===== src/rtl/reg_wb_arbiter_pkg.sv =====
// Shared constants and types for the writeback arbiter and its scoreboard.
package reg_wb_arbiter_pkg;

    localparam int REG_ADDR_W = 4;
    localparam int NUM_REGS   = 16;
    localparam int DATA_W     = 32;

    // Arbitration policy selected by the FIXED_PRIO parameter of the top.
    typedef enum logic {
        RR    = 1'b0,
        FIXED = 1'b1
    } arb_mode_e;

    // One-hot decode of a register address into a busy-vector mask.
    function automatic logic [NUM_REGS-1:0] rd_onehot(input logic [REG_ADDR_W-1:0] rd);
        logic [NUM_REGS-1:0] mask;
        mask     = '0;
        mask[rd] = 1'b1;
        return mask;
    endfunction

endpackage


===== src/rtl/reg_wb_arbiter_scoreboard.sv =====
// In-flight destination tracking. A bit is set when decode reserves a
// register and cleared on the edge where the bank captures the write.
// Hazard queries also see writes that are granted or registered but not
// yet committed, so decode never reads a stale value.
module wb_scoreboard
    import reg_wb_arbiter_pkg::*;
(
    input  logic                  clk,
    input  logic                  rst_n,
    input  logic                  flush,
    input  logic                  rsv_valid,
    input  logic [REG_ADDR_W-1:0] rsv_rd,
    input  logic                  clr_valid,
    input  logic [REG_ADDR_W-1:0] clr_rd,
    input  logic                  pend_valid,
    input  logic [REG_ADDR_W-1:0] pend_rd,
    input  logic [REG_ADDR_W-1:0] rs1,
    input  logic [REG_ADDR_W-1:0] rs2,
    output logic                  rs1_busy,
    output logic                  rs2_busy,
    output logic [NUM_REGS-1:0]   busy_mask,
    output logic                  err_waw
);

    logic [NUM_REGS-1:0] busy_q;
    logic [NUM_REGS-1:0] busy_d;
    logic [NUM_REGS-1:0] set_vec;
    logic [NUM_REGS-1:0] clr_vec;
    logic                rsv_take;
    logic                waw_hit;

    // Next busy vector: clear the committing register, then apply the
    // reservation so a same-edge set wins. Register 0 never goes busy.
    always_comb begin
        set_vec  = '0;
        clr_vec  = '0;
        rsv_take = rsv_valid && !flush && (rsv_rd != '0);
        if (rsv_take) begin
            set_vec = rd_onehot(rsv_rd);
        end
        if (clr_valid) begin
            clr_vec = rd_onehot(clr_rd);
        end
        waw_hit = rsv_take && busy_q[rsv_rd] && !clr_vec[rsv_rd];
        if (flush) begin
            busy_d = '0;
        end else begin
            busy_d = (busy_q & ~clr_vec) | set_vec;
        end
        busy_d[0] = 1'b0;
    end

    // Busy vector and sticky write-after-write error flag.
    always_ff @(posedge clk or negedge rst_n) begin
        if (!rst_n) begin
            busy_q  <= '0;
            err_waw <= 1'b0;
        end else begin
            busy_q <= busy_d;
            if (waw_hit) begin
                err_waw <= 1'b1;
            end
        end
    end

    assign busy_mask = busy_q;

    assign rs1_busy = (rs1 != '0) &&
                      (busy_q[rs1] || (pend_valid && pend_rd == rs1) ||
                       (clr_valid && clr_rd == rs1));
    assign rs2_busy = (rs2 != '0) &&
                      (busy_q[rs2] || (pend_valid && pend_rd == rs2) ||
                       (clr_valid && clr_rd == rs2));

endmodule


===== src/rtl/reg_wb_arbiter.sv =====
// Writeback arbiter: shares the register bank write port between the ALU
// (A) and load/memory (B) requesters and registers the winning write.
// Handshake: a transfer happens in any cycle where x_valid && x_ready;
// ready is a combinational grant, never high without valid, and at most
// one of a_ready/b_ready is high per cycle. Requesters hold rd/data stable
// while valid is high and ready is low.
module reg_wb_arbiter
    import reg_wb_arbiter_pkg::*;
#(
    parameter int FIXED_PRIO   = 0,
    parameter int STARVE_LIMIT = 4
) (
    input  logic        clk,
    input  logic        rst_n,
    input  logic        a_valid,
    output logic        a_ready,
    input  logic [3:0]  a_rd,
    input  logic [31:0] a_data,
    input  logic        b_valid,
    output logic        b_ready,
    input  logic [3:0]  b_rd,
    input  logic [31:0] b_data,
    input  logic        rsv_valid,
    input  logic [3:0]  rsv_rd,
    input  logic        flush,
    input  logic [3:0]  rs1,
    input  logic [3:0]  rs2,
    output logic        rs1_busy,
    output logic        rs2_busy,
    output logic        wb_we,
    output logic [3:0]  wb_rd,
    output logic [31:0] wb_data,
    output logic [15:0] busy_mask,
    output logic        err_waw
);

    localparam arb_mode_e MODE  = (FIXED_PRIO != 0) ? FIXED : RR;
    localparam int        CNT_W = (STARVE_LIMIT < 1) ? 1 : $clog2(STARVE_LIMIT + 1);
    localparam logic [CNT_W-1:0] CNT_MAX = CNT_W'(STARVE_LIMIT);

    logic                  grant_a;
    logic                  grant_b;
    logic                  grant_valid;
    logic [REG_ADDR_W-1:0] grant_rd;
    logic [DATA_W-1:0]     grant_data;
    logic                  rr_favour_b;
    logic [CNT_W-1:0]      starve_cnt;

    // Grant selection; nothing is granted while reset is asserted.
    always_comb begin
        grant_a = 1'b0;
        grant_b = 1'b0;
        if (rst_n) begin
            if (a_valid && b_valid) begin
                if (MODE == FIXED) begin
                    if (starve_cnt == CNT_MAX) begin
                        grant_b = 1'b1;
                    end else begin
                        grant_a = 1'b1;
                    end
                end else begin
                    if (rr_favour_b) begin
                        grant_b = 1'b1;
                    end else begin
                        grant_a = 1'b1;
                    end
                end
            end else begin
                grant_a = a_valid;
                grant_b = b_valid;
            end
        end
    end

    assign a_ready     = grant_a;
    assign b_ready     = grant_b;
    assign grant_valid = grant_a || grant_b;
    assign grant_rd    = grant_b ? b_rd : a_rd;
    assign grant_data  = grant_b ? b_data : a_data;

    // Round-robin pointer: after a grant the other requester is favoured.
    always_ff @(posedge clk or negedge rst_n) begin
        if (!rst_n) begin
            rr_favour_b <= 1'b0;
        end else if (grant_a) begin
            rr_favour_b <= 1'b1;
        end else if (grant_b) begin
            rr_favour_b <= 1'b0;
        end
    end

    // Starvation counter: consecutive cycles B waits, saturating at the limit.
    always_ff @(posedge clk or negedge rst_n) begin
        if (!rst_n) begin
            starve_cnt <= '0;
        end else if (flush) begin
            starve_cnt <= '0;
        end else if (b_valid && !grant_b) begin
            if (starve_cnt != CNT_MAX) begin
                starve_cnt <= starve_cnt + 1'b1;
            end
        end else begin
            starve_cnt <= '0;
        end
    end

    // Output register to the bank; rd=0 grants are accepted but never written.
    always_ff @(posedge clk or negedge rst_n) begin
        if (!rst_n) begin
            wb_we   <= 1'b0;
            wb_rd   <= '0;
            wb_data <= '0;
        end else begin
            wb_we <= grant_valid && (grant_rd != '0);
            if (grant_valid) begin
                wb_rd   <= grant_rd;
                wb_data <= grant_data;
            end
        end
    end

    wb_scoreboard u_scoreboard (
        .clk        (clk),
        .rst_n      (rst_n),
        .flush      (flush),
        .rsv_valid  (rsv_valid),
        .rsv_rd     (rsv_rd),
        .clr_valid  (wb_we),
        .clr_rd     (wb_rd),
        .pend_valid (grant_valid),
        .pend_rd    (grant_rd),
        .rs1        (rs1),
        .rs2        (rs2),
        .rs1_busy   (rs1_busy),
        .rs2_busy   (rs2_busy),
        .busy_mask  (busy_mask),
        .err_waw    (err_waw)
    );

endmodule


===== config.mk =====
export PLATFORM = sky130hd
export DESIGN_NAME = reg_wb_arbiter
export DESIGN_NICKNAME = d
export VERILOG_FILES = /design/src/rtl/reg_wb_arbiter_pkg.sv /design/src/rtl/reg_wb_arbiter_scoreboard.sv /design/src/rtl/reg_wb_arbiter.sv
export SDC_FILE = /design/constraint.sdc
export NUM_CORES = 1
export LEC_CHECK = 0
export CAP_MARGIN = 15
export CORE_AREA = 2 2 97 99
export CTS_BUF_LIST = sky130_fd_sc_hd__clkbuf_16
export DETAILED_ROUTE_END_ITERATION = 10
export DIE_AREA = 0 0 99 101
export GPL_ROUTABILITY_DRIVEN = 0
export PLACE_DENSITY_LB_ADDON = 0.3
export SYNTH_ARGS = -nofsm -noshare
export SYNTH_HDL_FRONTEND = slang
export SYNTH_SLANG_ARGS = --single-unit

===== constraint.sdc =====
create_clock -name clk -period 2 [get_ports clk]
set_input_delay 0.4 -clock clk [delete_from_list [all_inputs] [get_ports clk]]
set_output_delay 0.4 -clock clk [all_outputs]
set_load 0.02 [all_outputs]

# Word-level counts from Yosys, hierarchy flattened
# Cells that the tools add are included.
# Widths: inputs -> output; s select.
[totals]
input_bits = 90
register_bits = 54
wordCells = 70
[op_classes]
n_reduce_logical = 26
magnitude_cmp = 6
eq_ne = 4
bitwise_logic = 3
muxes = 25
[ops]
columns = ["cell", "n"]
rows = [
  ["$mux 16", 3],
  ["$mux 32", 1],
  ["$lt 4x5->1 const B", 4],
  ["$and 16x16->16", 1],
  ["$bmux 1 s4", 4],
  ["$eq 4x4->1", 4],
  ["$not 16->16", 1],
  ["$or 16x16->16", 1],
  ["$reduce_bool 4->1", 4],
  ["$logic_and 1x1->1", 14],
  ["$mux 1", 14],
  ["$demux 1 s4", 2],
  ["$ge 4x1->1 const B", 2],
  ["$logic_or 1x1->1", 5],
  ["$mux 4", 1],
  ["$logic_not 1->1", 2],
  ["$reduce_bool 2->1", 1],
]

# Longest topological paths before layout
[depth]
depth_word = 9
ltp_mapped = 7
ltp_nobuf = 6

# Hierarchy
# From an unflattened synthesis, not the netlist that was laid out.
[unflattened]
cells_unflattened = 391
area_unflattened_um2 = 3539.6
[modules_own_cells]
columns = ["module", "area_per_inst_um2", "cells_per_inst", "seq_area_each_um2", "instances"]
rows = [
  ["reg_wb_arbiter", 2058.2, 230, 950.9, 1],
  ["wb_scoreboard", 1481.4, 161, 400.4, 1],
]

# Worst setup path after synthesis
# No wires, ideal clock.
[synth_timing]
path_type = "input-to-output"
from = "in rst_n"
to = "out rs1_busy"
cell_stages = 6
setup_slack_ns = -0.187
n_path_buf = 0
arrival_time_ns = 1.787
path_cell_list = "and2_1 -> nand2_4 -> inv_4 -> mux2i_4 -> xnor2_1 -> o41ai_2"
[synth_via]
elab_chain_len = 7
elab_cells_between_ends = 9
classes_between = "eq/ne: 1; mux: 3; reduce/logical: 5"
[synth_lines]
columns = ["element", "line_no", "text"]
rows = [
  ["start, declared", "reg_wb_arbiter.sv:14", "input logic rst_n,"],
  ["$mux 1 *", "reg_wb_arbiter.sv:53", "if (rst_n) begin"],
  ["named net b_ready", "reg_wb_arbiter.sv:20", "output logic b_ready,"],
  ["$mux 4", "reg_wb_arbiter.sv:78", "assign grant_rd = grant_b ? b_rd : a_rd;"],
  ["$eq 4x4->1", "reg_wb_arbiter_scoreboard.sv:69", "(busy_q[rs1] || (pend_valid && pend_rd == rs1) ||"],
  ["$logic_and 1x1->1 *", "reg_wb_arbiter_scoreboard.sv:69", ""],
  ["$logic_or 1x1->1 * (2 in series)", "reg_wb_arbiter_scoreboard.sv:69", ""],
  ["$logic_and 1x1->1 *", "reg_wb_arbiter_scoreboard.sv:68", "assign rs1_busy = (rs1 != '0) &&"],
  ["end, declared", "reg_wb_arbiter.sv:28", "output logic rs1_busy,"],
]
# The timed path passes the listed nets; every way through them passes the cells marked *.

# Worst setup path in the final report
[layout_timing]
from = "reg u_scoreboard.busy_q[8] (netlist: u_scoreboard.busy_mask[8])"
to = "out rs2_busy"
[layout_via]
elab_chain_len = 5
[layout_lines]
columns = ["element", "line_no", "text"]
rows = [
  ["start, declared", "reg_wb_arbiter_scoreboard.sv:25", "logic [NUM_REGS-1:0] busy_q;"],
  ["start signal, assigned", "reg_wb_arbiter_scoreboard.sv:59", "busy_q <= busy_d;"],
  ["$bmux 1 s4", "reg_wb_arbiter_scoreboard.sv:72", "(busy_q[rs2] || (pend_valid && pend_rd == rs2) ||"],
  ["$mux 1 (not written as such)", "reg_wb_arbiter_scoreboard.sv:72", ""],
  ["$logic_or 1x1->1 (2 in series)", "reg_wb_arbiter_scoreboard.sv:72", ""],
  ["$logic_and 1x1->1", "reg_wb_arbiter_scoreboard.sv:71", "assign rs2_busy = (rs2 != '0) &&"],
  ["end, declared", "reg_wb_arbiter.sv:29", "output logic rs2_busy,"],
]
# Every way passes these cells. The select of a mux whose other input is x is not followed.

==> results.sh <==
export IMPL_status="finished, violations left"
export IMPL_violations="negative setup slack"
export IMPL_yosysUniqueCellTypes=51
export IMPL_synth_flop_cell="dfrtp_1"
export IMPL_yosys_warnings=0
export IMPL_worstPathArrival_ns=2.02
export IMPL_clkPwrFrac=0.258
export IMPL_endpoint_kind="output port"
export IMPL_final_cells=650
export IMPL_synthCells=352
export IMPL_cts_root_buf="clkbuf_16"
export IMPL_irDropWorstVdd_v=0.000404
export IMPL_cts_tree="yes"
export IMPL_crit_path_end="rs2_busy"
export IMPL_p_seq_frac=0.388
export IMPL_seq_area_frac_synth=0.399
export IMPL_cts_buffers=5
export IMPL_synth_avg_cell_area_um2=9.63
export IMPL_p_int_mw=2.28
export IMPL_synth_edf_count=0
export IMPL_clk_latency_ns=0.28
export IMPL_crit_type="flop to output port"
export IMPL_die_area_um2=10000
export IMPL_drive_gt1_frac=0.197
export IMPL_portBuffers=146
export IMPL_holdWs_ns=0.0799
export IMPL_grt_pass1_vias=3385
export IMPL_fmax_mhz=413
export IMPL_min_period_ns=2.42
export IMPL_clock_sinks=54
export IMPL_power_mw=3.29
export IMPL_final_util=0.617
export IMPL_combPwrFrac=0.354
export IMPL_finalClockSkew_ns=0.00662
export IMPL_initial_core_util=0.378
export IMPL_cts_max_path_buffers=2
export IMPL_die_x_um=99
export IMPL_synth_most_common_cell="dfrtp_1"
export IMPL_finalSetupViolCount=2
export IMPL_grt_antenna_before_repair=0
export IMPL_overflow=0
export IMPL_die_y_um=101
export IMPL_final_max_slew_viol_count=0
export IMPL_dp_cells=642
export IMPL_async_flop_share=1.00
export IMPL_antenna_cells=0
export IMPL_drcViolationCount=0
export IMPL_worstMarginPinSlew_ns=0.642
export IMPL_cts_setup_buffers=0
export IMPL_hp_class="input port to async pin"
export IMPL_finalHoldViolations=0
export IMPL_vias=3385
export IMPL_core_rowCount=35
export IMPL_drt_total_wl_um=10300
export IMPL_cp_startpoint="u_scoreboard.busy_mask[8]"
export IMPL_hold_buffers=0
export IMPL_ios=148
export IMPL_switching_share=0.307
export IMPL_track_usage=0.201
export IMPL_htree_num_levels=2
export IMPL_syn_num_nets=442
export IMPL_synth_area_top_cells="dfrtp_1 40%, mux2i_1 9.7%, o21ai_0 7.4%"
export IMPL_r2r_end="u_scoreboard.err_waw"
export IMPL_yosys_top_cells_count="54 x dfrtp_1, 51 x nand2_1, 50 x o21ai_0"
export IMPL_place_area_um2=5390
export IMPL_p_per_area_nw_per_um2=594
export IMPL_fin_ws_ns=-0.420
export IMPL_dp_hpwl_um=8330
export IMPL_r2r_start="u_scoreboard.busy_mask[12]"
export IMPL_first_iter_violations=193
export IMPL_pre_cts_slack_ns=-1.18
export IMPL_r2r_slack_ns=0.29
export IMPL_rsz0062_at_grt="true"
export IMPL_core_area_um2=8980
export IMPL_avgViaCountPerCell=5.21
export IMPL_ant_nets=0
export IMPL_tns_ns=-0.824
export IMPL_drv_cap=0
export IMPL_syn_to_final_growth_pct=63.4
export IMPL_cp_max_fo=3
export IMPL_slew_headroom=0.572
export IMPL_detail_route_wl_per_cell_um=15.8
export IMPL_synth_area_um2=3390
export IMPL_p_sw_mw=1.01
export IMPL_synth_area_leader_cell="dfrtp_1"
export IMPL_clk_pin_slew_ns=0.07
export IMPL_grt_max_degree=73
export IMPL_layout_nets=628
export IMPL_start_kind="flop"
export IMPL_fin_area_um2=5540
export IMPL_grt_pass1_wl_um=16400
export IMPL_cp_data_required_time_ns=1.60
export IMPL_p_leak_nw=2.49
export IMPL_rr_worst_depth=5
export IMPL_yosysTopAreaCellShare=0.399
export IMPL_min_period_over_period=1.21
export IMPL_drt_pass1_iterations=4
export IMPL_ys_ff_latch=54
==> power groups by stage <==
stage / sequential [mW] / clock (mW) / combinational (mW)
finish: 1.28 / 0.849 / 1.16
floorplan: 1.42 / 0 / 0.409
CTS: 1.28 / 0.872 / 1.17
global placement: 1.29 / 0 / 1.15
global route: 1.29 / 0.916 / 1.25
detailed placement: 1.30 / 0 / 1.17
==> layout make-up <==
cell class | instances | area, um2
fillers | 784 | 3440
well taps | 111 | 139
clock inverters | 3 | 20.0
flip-flops and latches | 54 | 1350
multi-input cells | 266 | 1970
inverters | 3 | 18.8
repair buffers | 208 | 1920
clock buffers | 5 | 125
==> worst max-delay path, cell delays in order, from the launching register on <==
cell      delay [ns]
dfrtp_1         0.42
mux4_1          0.49
mux2_4          0.29
a211oi_4        0.25
o41ai_4         0.11
buf_2           0.17
==> what timing repair did <==
item,in CTS,in global routing
pin swaps,2,2
gates resized for setup,29,3
endpoints found under the setup margin,5,2
==> logic make-up after synthesis <==
kind of cell	synth area share
AOI/OAI and AO/OA	0.167
xor gates and xnor gates	0.0362
buffers and inverters	0.0480
DFF	0.399
muxes	0.195
other	0.00111
and+or+nand+nor	0.155
==> cells in the final DEF (no fill, tap or decap), types with 5 or more instances in the layout <==
cell type / Yosys / layout
nand4_1: 5 / 5
nor2b_1: 12 / 10
clkbuf_16: 0 / 5
dlygate4sd2_1: 0 / 7
mux4_2: 5 / 6
o21ai_0: 50 / 50
dfrtp_1: 54 / 53
nand2_1: 51 / 51
clkdlybuf4s50_1: 0 / 133
o21ai_1: 12 / 10
mux2i_1: 33 / 33
buf_4: 1 / 62
xnor2_1: 11 / 11
a21oi_1: 15 / 15
nand3_1: 5 / 5
==> flip-flops by register name, summed over array words and instances, names as in the netlist <==
name / count
wb_data: 32
u_scoreboard.busy_mask: 15
wb_rd: 4
rr_favour_b: 1
u_scoreboard.err_waw: 1
wb_we: 1
==> layer usage <==
layer  GRT usage  routed length (um)  vias to the layer above
met5           0                   0                        -
met4      0.0580                 228                        0
met3      0.0340                 648                       18
met2       0.353                5330                      121
met1       0.254                4060                     1610
li1            -                   -                     1636
==> worst min-delay path by stage <==
| stage | startpoint | to | slack (ns) | cells after the start |
|---|---|---|---|---|
| after detailed placement | rst_n | rr_favour_b | 0.38 | 2 |
| final | rst_n | rr_favour_b | 0.08 | 2 |
| after global placement | rst_n | rr_favour_b | 0.38 | 2 |
| after floorplan | rst_n | rr_favour_b | 0.10 | 0 |
| after CTS | rst_n | rr_favour_b | 0.07 | 2 |
| after global routing | rst_n | rr_favour_b | 0.09 | 2 |
(Power assumes the default switching activity.)
